--- config.mk ---
export PLATFORM = sky130hd
export DESIGN_NAME = id_seg
export DESIGN_NICKNAME = d
export VERILOG_FILES = /design/src/rtl/cpu_pkg.sv /design/src/rtl/reg_file.sv /design/src/rtl/id_seg.sv
export SDC_FILE = /design/constraint.sdc
export NUM_CORES = 2
export LEC_CHECK = 0
export BUFFER_PORTS_ARGS = -buffer_cell sky130_fd_sc_hd__buf_2
export CORE_ASPECT_RATIO = 0.75
export CORE_MARGIN = 3
export CORE_UTILIZATION = 30
export CTS_CLUSTER_SIZE = 24
export DETAILED_ROUTE_END_ITERATION = 12
export HOLD_SLACK_MARGIN = 0.06
export SETUP_SLACK_MARGIN = 0.15
export SYNTH_ARGS = -nofsm -noshare
export SYNTH_HDL_FRONTEND = slang
export SYNTH_HIERARCHICAL = 1
export SYNTH_SLANG_ARGS = --single-unit
--- constraint.sdc ---
create_clock -name clk -period 4.23 [get_ports clk]
set_clock_uncertainty 0.2 [all_clocks]
set_input_delay 0 -clock clk [delete_from_list [all_inputs] [get_ports clk]]
set_output_delay 0 -clock clk [all_outputs]
set_load 0.005 [all_outputs]
--- src/rtl/cpu_pkg.sv ---
// Shared CPU definitions: default widths, opcode constants and the
// immediate-extension helper used by the decode stage.
package cpu_pkg;

    localparam int DEF_DATA_W  = 32;
    localparam int DEF_ADDR_W  = 5;
    localparam int DEF_REG_NUM = 32;

    localparam logic [5:0] OP_RTYPE = 6'h00;
    localparam logic [5:0] OP_J     = 6'h02;
    localparam logic [5:0] OP_JAL   = 6'h03;
    localparam logic [5:0] OP_ANDI  = 6'h0C;
    localparam logic [5:0] OP_ORI   = 6'h0D;
    localparam logic [5:0] OP_XORI  = 6'h0E;
    localparam logic [5:0] OP_LUI   = 6'h0F;

    localparam logic [31:0] NOP_INSTR = 32'h0000_0000;

    // Logical immediates are zero-extended, lui goes to the upper half,
    // everything else (arith, loads/stores, branches) is sign-extended.
    function automatic logic [31:0] ext_imm(input logic [31:0] ir);
        logic [31:0] imm;
        case (ir[31:26])
            OP_ANDI, OP_ORI, OP_XORI: imm = {16'h0000, ir[15:0]};
            OP_LUI:                   imm = {ir[15:0], 16'h0000};
            default:                  imm = {{16{ir[15]}}, ir[15:0]};
        endcase
        return imm;
    endfunction

endpackage

--- src/rtl/reg_file.sv ---
// 32-entry register file: two combinational read ports, one synchronous write
// port, synchronous clear, r0 hardwired to zero and write-through bypass.
module reg_file
    import cpu_pkg::*;
#(
    parameter int DATA_W  = DEF_DATA_W,
    parameter int ADDR_W  = DEF_ADDR_W,
    parameter int REG_NUM = DEF_REG_NUM
) (
    input  logic              clk,
    input  logic              rst,
    input  logic [ADDR_W-1:0] raddr_a,
    output logic [DATA_W-1:0] rdata_a,
    input  logic [ADDR_W-1:0] raddr_b,
    output logic [DATA_W-1:0] rdata_b,
    input  logic              we,
    input  logic [ADDR_W-1:0] waddr,
    input  logic [DATA_W-1:0] wdata
);

    logic [DATA_W-1:0] mem [REG_NUM];
    logic              wr_live;

    assign wr_live = we && (waddr != '0);

    // rst wins over a concurrent write-back.
    always_ff @(posedge clk) begin
        if (rst) begin
            for (int i = 0; i < REG_NUM; i++) mem[i] <= '0;
        end else if (wr_live) begin
            mem[waddr] <= wdata;
        end
    end

    // A write landing this cycle is forwarded so the reader never sees stale data.
    assign rdata_a = (raddr_a == '0)                 ? '0    :
                     (wr_live && waddr == raddr_a)   ? wdata : mem[raddr_a];
    assign rdata_b = (raddr_b == '0)                 ? '0    :
                     (wr_live && waddr == raddr_b)   ? wdata : mem[raddr_b];

endmodule

--- src/rtl/id_seg.sv ---
// Instruction-decode stage: register read, immediate / jump-target formation
// and the ID/EX pipeline latch with hazard stall and branch flush.
module id_seg
    import cpu_pkg::*;
#(
    parameter int DATA_W  = DEF_DATA_W,
    parameter int REG_NUM = DEF_REG_NUM,
    parameter int ADDR_W  = DEF_ADDR_W
) (
    input  logic              clk,
    input  logic              rst,
    input  logic              stall,
    input  logic              flush,
    input  logic [DATA_W-1:0] NPCi,
    input  logic [DATA_W-1:0] IRi,
    input  logic [DATA_W-1:0] PCi,
    input  logic              wbEn,
    input  logic [ADDR_W-1:0] wbAddr,
    input  logic [DATA_W-1:0] wbData,
    output logic [DATA_W-1:0] NPCo,
    output logic [DATA_W-1:0] PCo,
    output logic [DATA_W-1:0] IRo,
    output logic [DATA_W-1:0] A,
    output logic [DATA_W-1:0] B,
    output logic [DATA_W-1:0] Imm,
    output logic [DATA_W-1:0] JTgt,
    output logic [ADDR_W-1:0] rs,
    output logic [ADDR_W-1:0] rt,
    output logic [ADDR_W-1:0] rd,
    output logic              valid
);

    logic [ADDR_W-1:0] rs_d, rt_d, rd_d;
    logic [DATA_W-1:0] a_d, b_d, imm_d, jtgt_d;

    assign rs_d   = IRi[25:21];
    assign rt_d   = IRi[20:16];
    assign rd_d   = IRi[15:11];
    assign imm_d  = ext_imm(IRi);
    assign jtgt_d = {NPCi[31:28], IRi[25:0], 2'b00};

    reg_file #(
        .DATA_W (DATA_W),
        .ADDR_W (ADDR_W),
        .REG_NUM(REG_NUM)
    ) u_rf (
        .clk    (clk),
        .rst    (rst),
        .raddr_a(rs_d),
        .rdata_a(a_d),
        .raddr_b(rt_d),
        .rdata_b(b_d),
        .we     (wbEn),
        .waddr  (wbAddr),
        .wdata  (wbData)
    );

    // Latch control, evaluated per edge: rst and flush both load a bubble
    // (NOP, all fields zero, valid=0); stall freezes every output including
    // valid; otherwise the decoded instruction is loaded with valid=1.
    always_ff @(posedge clk) begin
        if (rst || flush) begin
            NPCo  <= '0;
            PCo   <= '0;
            IRo   <= NOP_INSTR;
            A     <= '0;
            B     <= '0;
            Imm   <= '0;
            JTgt  <= '0;
            rs    <= '0;
            rt    <= '0;
            rd    <= '0;
            valid <= 1'b0;
        end else if (!stall) begin
            NPCo  <= NPCi;
            PCo   <= PCi;
            IRo   <= IRi;
            A     <= a_d;
            B     <= b_d;
            Imm   <= imm_d;
            JTgt  <= jtgt_d;
            rs    <= rs_d;
            rt    <= rt_d;
            rd    <= rd_d;
            valid <= 1'b1;
        end
    end

endmodule

==> key figures <==
Detailed routing
  • First-pass DRT Iterations: 6
  • Met2 wire len: ~110000 um
  • Routed wl met3: 40100 um
  • DRT met1 WL: about 100000 um
  • DRT iter0 DRCs: about 8300
  • Drt drc: 0
  • Routed wire per std cell: 32.4 um
  • Via count: 46100
  • Routed WL: about 260000 um
  • Post-route ant nets: 0
  • Top sig layer: met5
  • Vias per cell: between 5 and 6

Synth
  • Dominant cell type by area after synthesis: edfxtp_1
  • Synth Area per Inst: approximately 14 um2
  • Synthesized cell area: around 63000 um2
  • Mapped Cells: around 4600
  • YS warnings: 6
  • Top-area cell type share of the netlist area: 48.9%
  • Top-count cell post-synth: edfxtp_1
  • Yosys reg bits: about 1200
  • Post-synth EDFFs: about 1000
  • Synth Flop Type: edfxtp_1
  • Synth cell types: 73
  • Post-synthesis sequential area ratio: between 50% and 60%
  • FFs w/ async S/R, synth: 0%
  • Synth top cells by count: edfxtp_1, and2_1, mux2i_1
  • Ranking of synthesized cells by area: edfxtp_1, mux4_2, and2_1, mux2i_1, dfxtp_1

STA
  • TNS Setup: 0 ns
  • Max Slew Vio Count: 0
  • Final hold violations: 0
  • Setup ws final: 0.610 ns
  • Endpoints failing setup: 0
  • Fmax: approximately 280 MHz
  • Minimum clock period: 3.62 ns
  • RSZ-0062 raised after global routing: no
  • Final Cycle Share: a little under nine tenths
  • Tightest Pin Transition: ~1.4 ns
  • Rel. slew slack: under 10%

Critical path
  • Crit-path max FO: 18
  • Crit path DAT: 3.82 ns
  • Startpoint types: input pin
  • Crit Path Category: in -> reg
  • Crit end category: flip-flop
  • Worst EP required: approximately 4.4 ns

Global route
  • Largest net degree at the start of global routing: 102
  • First-pass GRT wire length: 358000 um
  • Overflow after GRT: 0
  • Initial antenna violation count: slightly above 40
  • Vias in the first global route: about 45000
  • GRT Overall Usage: a little under a quarter

Pwr
  • Combinational share of power: a little over an eighth
  • Pint: about 21 mW
  • Clock power frac: between 30% and 40%
  • Max VDD drop: between 0.3 and 0.4 mV
  • LEAKAGE: ~28 nW
  • Power per Cell Area: about 380 nW/um2
  • Psw: about 7.7 mW
  • Sw Ratio: a little over a quarter
  • Flop pwr share: ~48%

Clocking
  • CTS Sinks: ~1200
  • Clock transition at path regs: roughly 0.060 ns
  • Max Buffers Root-to-Sink: 3
  • CTS tree: built
  • # Post-CTS Setup Buffers: 0
  • Later-pin clock latency in the skew report: between 0.7 and 0.8 ns
  • Total CTS buffers: roughly 120
  • H-tree Lvls: 3
  • CTS Root Cell: clkbuf_16

Layout
  • Final instance area: between 70000 and 80000 um2
  • Final core occ: a little over a third
  • Share of cells above drive strength 1: 23.4%
  • Final non-filler cell total: around 8000
  • Area growth from synthesis to layout: 19.8%
  • Nets: approximately 5300

Placement
  • Placement Cell Area: roughly 68000 um2
  • Placed Cells incl. Taps: ~7500
  • Detailed placement HPWL: between 150000 and 200000 um
  • Port bufs: around 380
  • Setup WS pre-CTS: approximately 1 ns
  • GPL Wtd Cong: about 0.9

Job
  • Max Cap Viol: 0

Die
  • Core area: 207000 um2
  • Die H: between 400 and 500 um
  • Ports: approximately 380
  • Die X: around 530 um
  • Initial Util: between 30% and 40%
  • Die area: ~220000 um2
  • Rows: 144

Run status
  • Status: complete, no violations

Hold path
  • Hold crit path type: in -> reg
[critical path: stages]
cell and delay [ns]:
dlygate4sd3_1 0.52, buf_2 0.39, or3_1 0.53, nand3b_1 0.22
dlygate4sd3_1 0.62, buf_4 0.23, nor2_4 0.61, or2_2 0.24
buf_4 0.39
[metrics by stage]
step           hold WS (ns)  total power [mW]
4_1_cts              0.0829              28.9
6_report             0.0914              29.0
3_5_place_dp         0.0374              17.7
5_1_grt              0.0993              29.7
3_3_place_gp         0.0297              17.6
2_1_floorplan       -0.0621              16.2
[registers in the layout (all words and copies together) (netlist names)]
name and count:
PCo 32, A 32, valid 1, B 32, Imm 32, IRo 32
NPCo 32, u_rf/mem 1024
[per-layer routing]
metal,vias up,global-route usage (%)
met1,23400,33.3
met2,3675,32.9
li1,18400,-
met3,644,8.46
met4,12,7.79
met5,-,0
[cells in the final DEF, fill, tap and decap left out, types with 33 or more instances in the layout]
| cell | netlist | layout |
|---|---|---|
| buf_4 | 68 | 146 |
| mux2i_1 | 478 | 478 |
| or2_2 | 34 | 34 |
| nor3_1 | 42 | 42 |
| mux2_2 | 35 | 35 |
| a211oi_1 | 45 | 45 |
| a21oi_1 | 115 | 115 |
| o21ai_0 | 44 | 44 |
| o22ai_1 | 37 | 37 |
| mux4_2 | 356 | 356 |
| clkbuf_16 | 0 | 120 |
| buf_2 | 82 | 365 |
| dlygate4sd3_1 | 0 | 338 |
| dfxtp_1 | 193 | 193 |
| nor2_1 | 220 | 187 |
| and2_1 | 964 | 963 |
| conb_1 | 2 | 34 |
| a22oi_1 | 66 | 66 |
| a221oi_1 | 35 | 35 |
| clkbuf_1 | 319 | 34 |
| nand2_1 | 148 | 148 |
| edfxtp_1 | 1024 | 1024 |
| buf_12 | 1 | 37 |
| o221ai_1 | 33 | 33 |
[kinds of logic after synthesis]
kind of cell	after synthesis	share of synthesized area (%)
AOI/OAI and AO/OA	493	5.76
and+or+nand+nor	1498	13.5
xor gates and xnor gates	10	0.139
muxes	880	21.4
DFF	1217	55.1
other	2	0.0119
buffers and inverters	521	4.11
[power groups by stage]
stage	combinational (mW)	sequential, mW	clock (mW)
after CTS	3.73	14.0	11.2
after floorplan	2.12	14.1	0
final	3.85	14.0	11.1
after global routing	3.97	14.0	11.7
after global placement	3.45	14.2	0
after detailed placement	3.47	14.2	0
[final cells by class]
class | count | area [um2]
Clock inverter | 54 | 614
Inverter | 5 | 18.8
Antenna cell | 17 | 42.5
Clock buffer | 173 | 3360
Timing Repair Buffer | 893 | 7140
Fill cell | 19700 | 132000
Tap cell | 2774 | 3470
Sequential cell | 1217 | 34600
Multi-Input combinational cell | 2915 | 26100
[path summary, 6_finish.rpt]
kind,start,end,slack [ns],cells past startpoint
max,wbAddr[3],u_rf/mem[8][15],0.61,9
min,IRi[21],IRo[21],0.09,4
min reg2reg,valid,valid,0.26,2
max reg2reg,u_rf/mem[28][8],A[8],1.68,7
[what timing repair did]
item                                    4_1_cts  5_1_grt
hold buffers                                338        0
hold endpoints to repair                   1217        0
endpoints found under the setup margin        0        0
gates resized for setup                       0        0
Note: power is estimated with default switching activity, not from simulation.
